### config.mk
export PLATFORM = sky130hd
export DESIGN_NAME = inst_fetch
export DESIGN_NICKNAME = d
export VERILOG_FILES = /design/src/rtl/inst_fetch.sv
export SDC_FILE = /design/constraint.sdc
export NUM_CORES = 1
export LEC_CHECK = 0
export CAP_MARGIN = 20
export CORE_MARGIN = 1
export CORE_UTILIZATION = 50
export DETAILED_ROUTE_END_ITERATION = 12
export PLACE_DENSITY = 0.85
export SYNTH_ARGS = -nofsm -noshare
export SYNTH_HDL_FRONTEND = slang
export SYNTH_SLANG_ARGS = --single-unit
### constraint.sdc
create_clock -name clk -period 7.2 [get_ports clk]
set_input_delay 1.08 -clock clk [delete_from_list [all_inputs] [get_ports clk]]
set_output_delay 1.08 -clock clk [all_outputs]
set_load 0.01 [all_outputs]
### src/rtl/inst_fetch.sv
// Instruction-fetch unit: assembles a 32-bit little-endian instruction from four
// byte reads, hands it to IF/ID, and locks the PC while a fetch is outstanding.
module inst_fetch #(
  parameter int ADDR_WIDTH = 32,
  parameter bit BOOT_FETCH = 1'b1
) (
  input  logic                  clk,
  input  logic                  rst,
  input  logic [ADDR_WIDTH-1:0] pc_i,
  input  logic                  pc_changed_i,
  input  logic                  pc_branch_i,
  input  logic                  id_stall_i,
  output logic                  mem_req_o,
  output logic [ADDR_WIDTH-1:0] mem_addr_o,
  input  logic [7:0]            mem_rdata_i,
  input  logic                  mem_ready_i,
  output logic                  stall_o,
  output logic [31:0]           inst_o,
  output logic [ADDR_WIDTH-1:0] inst_addr_o,
  output logic                  inst_valid_o
);

  typedef enum logic [1:0] {
    IDLE  = 2'd0,
    FETCH = 2'd1,
    VALID = 2'd2,
    DRAIN = 2'd3
  } state_e;

  state_e                state_q, state_d;
  logic [1:0]            cnt_q, cnt_d;
  logic                  pend_q, pend_d;
  logic                  req_q, req_d;
  logic [ADDR_WIDTH-1:0] base_q, base_d;
  logic [ADDR_WIDTH-1:0] addr_q, addr_d;
  logic [ADDR_WIDTH-1:0] iaddr_q, iaddr_d;
  logic [31:0]           inst_q, inst_d;
  logic                  launch;

  // Byte address within the current word; wraps modulo 2^ADDR_WIDTH.
  function automatic logic [ADDR_WIDTH-1:0] byte_addr(input logic [ADDR_WIDTH-1:0] base,
                                                      input logic [2:0]            off);
    return base + ADDR_WIDTH'(off);
  endfunction

  always_comb begin
    state_d = state_q;
    cnt_d   = cnt_q;
    pend_d  = pend_q;
    req_d   = req_q;
    base_d  = base_q;
    addr_d  = addr_q;
    iaddr_d = iaddr_q;
    inst_d  = inst_q;
    launch  = 1'b0;
    case (state_q)
      IDLE: begin
        if (pc_branch_i) begin
          pend_d = 1'b1;
        end else if (pc_changed_i || pend_q) begin
          launch  = 1'b1;
          base_d  = pc_i;
          cnt_d   = 2'd0;
          addr_d  = pc_i;
          req_d   = 1'b1;
          pend_d  = 1'b0;
          state_d = FETCH;
        end
      end
      FETCH: begin
        if (pc_branch_i) begin
          // A byte still in flight must be drained before the bus is free again.
          pend_d = 1'b1;
          if (mem_ready_i) begin
            req_d   = 1'b0;
            state_d = IDLE;
          end else begin
            state_d = DRAIN;
          end
        end else if (mem_ready_i) begin
          inst_d[{cnt_q, 3'b000} +: 8] = mem_rdata_i;
          cnt_d  = cnt_q + 2'd1;
          addr_d = byte_addr(base_q, {1'b0, cnt_q} + 3'd1);
          if (cnt_q == 2'd3) begin
            req_d   = 1'b0;
            iaddr_d = base_q;
            state_d = VALID;
          end
        end
      end
      VALID: begin
        if (pc_branch_i) begin
          pend_d  = 1'b1;
          state_d = IDLE;
        end else if (!id_stall_i) begin
          state_d = IDLE;
        end
      end
      DRAIN: begin
        if (mem_ready_i) begin
          req_d   = 1'b0;
          state_d = IDLE;
        end
      end
      default: state_d = IDLE;
    endcase
  end

  always_ff @(posedge clk or negedge rst) begin
    if (!rst) begin
      state_q <= IDLE;
      cnt_q   <= 2'd0;
      pend_q  <= BOOT_FETCH;
      req_q   <= 1'b0;
      base_q  <= '0;
      addr_q  <= '0;
      iaddr_q <= '0;
      inst_q  <= '0;
    end else begin
      state_q <= state_d;
      cnt_q   <= cnt_d;
      pend_q  <= pend_d;
      req_q   <= req_d;
      base_q  <= base_d;
      addr_q  <= addr_d;
      iaddr_q <= iaddr_d;
      inst_q  <= inst_d;
    end
  end

  // The PC may only move in the cycle the instruction actually leaves VALID.
  assign stall_o = rst && (launch || (state_q == FETCH) || (state_q == DRAIN) ||
                           ((state_q == VALID) && id_stall_i) ||
                           ((state_q == IDLE) && pend_q));

  assign inst_valid_o = (state_q == VALID) && !pc_branch_i;
  assign mem_req_o    = req_q;
  assign mem_addr_o   = addr_q;
  assign inst_o       = inst_q;
  assign inst_addr_o  = iaddr_q;

endmodule
; ---- Word level (Yosys, flattened, before mapping)
; Cells that the tools add are included.
[word_totals]
ff_bits = 134
inputBits = 46
out_inout_bits = 99
word_cells = 86
[classes]
add_sub_neg = 4
n_eq_ne = 14
n_shift = 2
mux = 35
bitwise_logic = 1
n_reduce_logical = 22
[op_table]
columns = cell, count
row1 = 2-to-1 mux 32 bit, 4
row2 = case mux 32 bit (2 select lines), 1
row3 = adder 32 x 3 -> 32 bit, 1
row4 = bitwise mux 32 bit, 1
row5 = variable shift 8 x 7 -> 32 bit (first input constant), 1
row6 = variable part select 8 x 7 -> 32 bit, 1
row7 = 2-to-1 mux 2 bit, 13
row8 = 2-to-1 mux 1 bit, 12
row9 = != test 3 bit (second input constant), 4
row10 = != test 2 bit (second input constant), 5
row11 = AND reduction 5 bit, 2
row12 = AND reduction 3 bit, 3
row13 = case mux 2 bit (4 select lines), 1
row14 = negator 5 -> 7 bit, 1
row15 = equality test 2 bit (second input constant), 3
row16 = AND reduction 6 bit, 1
row17 = logical OR 1 bit, 5
row18 = logical AND 1 bit, 4
row19 = case mux 2 bit (2 select lines), 1
row20 = AND reduction 4 bit, 1
row21 = nonzero test 2 bit, 2
row22 = adder 2 x 1 -> 3 bit (second input constant), 1
row23 = case mux 1 bit (3 select lines), 1
row24 = nonzero test 3 bit, 1
row25 = 8 further kinds, 8

; ---- Logic depth before layout (Yosys ltp)
[depth]
depth_word = 9
ltp_mapped = 8
ltp_nobuf = 8

; ---- Worst setup path before layout
; No wires, ideal clock.
[synth_path]
path_kind = input to output
start = input port pc_changed_i
end = output port stall_o
arrival_ps = 1774
t_required_ps = 6120
slack_ps = 4346
cell_stages = 5
n_path_buf = 1
cell_sequence = nor2_1 -> nor2_1 -> nand2_1 -> buf_2 -> a31oi_1
[synth_via]
elab_chain_cells = 9
[synth_rtl]
columns = item, line_no
row1 = "start, declared", 10  ; input logic pc_changed_i,
row2 = logical OR 1 bit, 60  ; end else if (pc_changed_i || pend_q) begin
row3 = 2-to-1 mux 1 bit, 60
row4 = 2-to-1 mux 1 bit, 58  ; if (pc_branch_i) begin
row5 = 2-to-1 mux 1 bit, 56  ; case (state_q)
row6 = logical OR 1 bit (3 in a row), 132  ; assign stall_o = rst && (launch || (state_q == FETCH) || (state_q == DRAIN) ||
row7 = logical OR 1 bit, 133  ; ((state_q == VALID) && id_stall_i) ||
row8 = logical AND 1 bit, 132
row9 = "end, declared", 17  ; output logic stall_o,
; Every way passes these cells.

; ---- Worst setup path in the final report
[layout_path]
start = input port pc_branch_i
end = output port stall_o
[layout_via]
elab_chain_cells = 7
[layout_rtl]
columns = item, line_no
row1 = "start, declared", 11  ; input logic pc_branch_i,
row2 = 2-to-1 mux 1 bit, 58
row3 = 2-to-1 mux 1 bit, 56
row4 = logical OR 1 bit (3 in a row), 132
row5 = logical OR 1 bit, 133
row6 = logical AND 1 bit, 132
; Every way passes these cells.

==> run_results.csv <==
group,metric,value,unit
status,status,"complete, no violations",
die,die_height,115,um
final_layout,diodes,0,
synthesis,ys_ff_latch,134,
die,row_count,40,
clocking,insertion_delay,0.41,ns
grt,track_usage,26.0,%
die,core,0.0122,mm2
sta,tns,0,ns
critical_path,cp_cell_sequence,"clkdlybuf4s50_1 > nor2_1 > nand2_1 > buf_4 > a31oi_1 > clkdlybuf4s50_1",
detailed_routing,firstDrtPassIters,4,
sta,hold_viol,0,
clocking,root_buffer,"clkbuf_16",
pwr,ir_drop,0.000214,V
clocking,clkSinkCount,134,
synthesis,yosysSeqAreaShare,52.9,%
clocking,cts_buffers,17,
sta,clock_skew,0.00787,ns
die,fp.dieW,115,um
detailed_routing,vias,4987,
critical_path,worstSetupStartpointType,"input pin",
clocking,cts_tree,"yes",
critical_path,path_buf_inv,3,
sta,min_period,3.97,ns
placement,io_buffers,144,
detailed_routing,drc,0,
critical_path,crit_fanout,34,
final_layout,design.final.nets,779,
sta,rsz0062_at_grt,"no",
synthesis,synth_cell_types,58,
die,pin_count,145,
synthesis,postSynthCellCount,577,
final_layout,fillers,905,
critical_path,crit_top_cell,"clkdlybuf4s50_1",
detailed_routing,drt_iter0_drc,383,
critical_path,critPathTopFamily,"buffers and inverters",
sta,min_period_over_period,55.2,%
synthesis,synth_top_family_by_area,"simple AND/OR/NAND/NOR gates",
synthesis,synth-xor-area-share,3.86,%
final_layout,syn_to_final_growth,33.4,%
synthesis,synth_nets,637,
synthesis,yosysTopAreaCellShare,52.4,%
detailed_routing,wl,16.0,mm
sta,finalMaxSlewViolations,0,
grt,grt_pass1_vias,5086,
synthesis,synth_fa_ha_area_share,2.88,%
placement,gp_congestion,0.858,
die,die_area,0.0131,mm2
final_layout,fin_area,0.00846,mm2
grt,grt_overflow,0,
final_layout,seqCellArea,0.00335,mm2
die,initial_core_util,52.0,%
synthesis,avgSynthCellArea,11.0,um2
final_layout,final_common_cell,"clkdlybuf4s50_1",
clocking,clk_pin_slew,0.06,ns
synthesis,synth_mux_area_share,12.4,%
pwr,power_density,418,mW/mm2
clocking,htree_levels,4,
clocking,clk_path_buf_depth,2,
critical_path,arrival,2.89,ns
critical_path,cp-end-kind,"output pin",
critical_path,crit_path_max_incr_delay,0.61,ns
sta,max_freq,0.252,GHz
sta,setup_viol,0,
grt,grt_pass1_wl,25.8,mm
placement,hpwlAfterDp,10.7,mm
synthesis,netlist_top_cells_area,"dfrtp_1 52%, mux2_2 11%, nand2_1 7.0%",
sta,max_slew.worst_pin.slew,0.953,ns
final_layout,drive_gt1_share,15.7,%
synthesis,synth_top_area_cell,"dfrtp_1",
synthesis,synth_edf_count,0,
synthesis,ys.flop_type,"dfrtp_1",
detailed_routing,wl_per_cell,17.8,um
detailed_routing,ant_nets,0,
synthesis,synth_compound_area_share,9.46,%
critical_path,crit_required,6.12,ns
critical_path,timing.setup.critical_path_class,"in2out",
synthesis,syn-cell-area,0.00635,mm2
synthesis,async_flop_share,100,%
clocking,ctsResizeCount,0,
job,drv_cap,0,
final_layout,final_cell_mix,"143 x clkdlybuf4s50_1, 133 x dfrtp_1, 119 x nand2_1",
grt,antenna_found_initial,0,
grt,grt_max_degree,73,
clocking,post-cts-setup-buffers,0,
sta,hold_ws,0.475,ns
critical_path,slowest_stage,"clkdlybuf4s50_1",
min_path,hp-class,"reg2reg",
sta,slew_headroom,36.0,%
pwr,leakage,3.60,nW
clocking,hold_buffers,0,
synthesis,synth-simple-area-share,15.4,%
placement,place_area,0.00789,mm2
detailed_routing,vias_per_cell,5.55,
final_layout,multi_input_area,0.00281,mm2
synthesis,yosysWarnings,0,
## cell usage after synthesis (4+ instances only)
library cell,instances
and3_1,6
xnor2_1,19
clkbuf_1,6
nand4_1,7
nor3b_1,9
o221ai_1,10
inv_1,12
nor2_1,12
a21oi_1,13
mux2_2,61
ha_1,13
nor3_1,6
nand3_1,5
mux2i_1,10
nand2_1,119
buf_2,12
nor4_1,5
dfrtp_1,133
xor2_1,9
o2111ai_1,4
o21ai_0,55
o21ai_1,5
## through the flow
stage / total power [mW] / utilization, % / instances / setup WS (ns)
2_1_floorplan: 2.07 / - / 577 / 4.35
3_3_place_gp: 2.64 / 64.6 / 868 / 3.23
3_5_place_dp: 2.70 / 64.6 / 868 / 3.22
4_1_cts: 3.55 / 69.3 / 899 / 3.20
5_1_grt: 3.74 / 69.3 / 899 / 3.11
6_report: 3.54 / 69.3 / 899 / 3.23
## worst register-to-register path, delay by kind of cell, from the launching register on
kind,cells,cell delay [ns]
AND/OR/NAND/NOR,3,1.14
adder cells (fa/ha/maj),2,0.72
flip-flops,1,0.47
buffers and inverters,1,0.18
XOR/XNOR,1,0.16
AO/OA/AOI/OAI,1,0.11
## report_power, final
part	internal, mW	leakage, nW	switching, mW
clock	0.516	0.277	0.310
sequential	1.04	1.73	0.285
combinational	0.719	1.59	0.667
## registers in the layout (all words and copies together) (netlist names)
register	count
inst_o	32
mem_addr_o	32
mem_req_o	1
state_q	2
inst_addr_o	32
cnt_q	2
pend_q	1
base_q	32
## layout make-up
cell class | instances | area share, %
clock buffer | 23 | 5.88
multi-input combinational | 406 | 33.2
timing repair buffer | 148 | 17.4
tap | 168 | 2.48
sequential | 134 | 39.6
inverter | 12 | 0.532
clock inverter | 8 | 0.857
## metal layers
| metal | vias up | part of all wire, % | track usage [%] |
|---|---|---|---|
| li1 | 2314 | - | - |
| met1 | 2430 | 42 | 32.1 |
| met2 | 204 | 49 | 44.1 |
| met3 | 39 | 6.1 | 4.92 |
| met4 | 0 | 2.8 | 12.1 |
| met5 | - | 0 | 0 |
## worst paths after layout
path / start / endpoint / slack [ns] / depth (start not counted)
min in group asynchronous: rst / inst_o[31] / 0.68 / 1
max: pc_branch_i / stall_o / 3.23 / 6
max reg2reg: cnt_q[0] / mem_addr_o[28] / 4.28 / 8
max in group asynchronous: rst / mem_addr_o[0] / 5.25 / 2
min: inst_o[17] / inst_o[17] / 0.48 / 2
min reg2reg: inst_o[17] / inst_o[17] / 0.48 / 2
## logic make-up (layout without fill, tap and decap cells)
kind of cell	after synthesis	after routing
XOR/XNOR	28	28
AND/OR/NAND/NOR	193	193
multiplexers	71	71
adder cells (fa/ha/maj)	14	14
buffers and inverters	37	191
AO/OA/AOI/OAI	100	100
flip-flops	134	134
No activity file was read; power rests on OpenSTA's default activity.
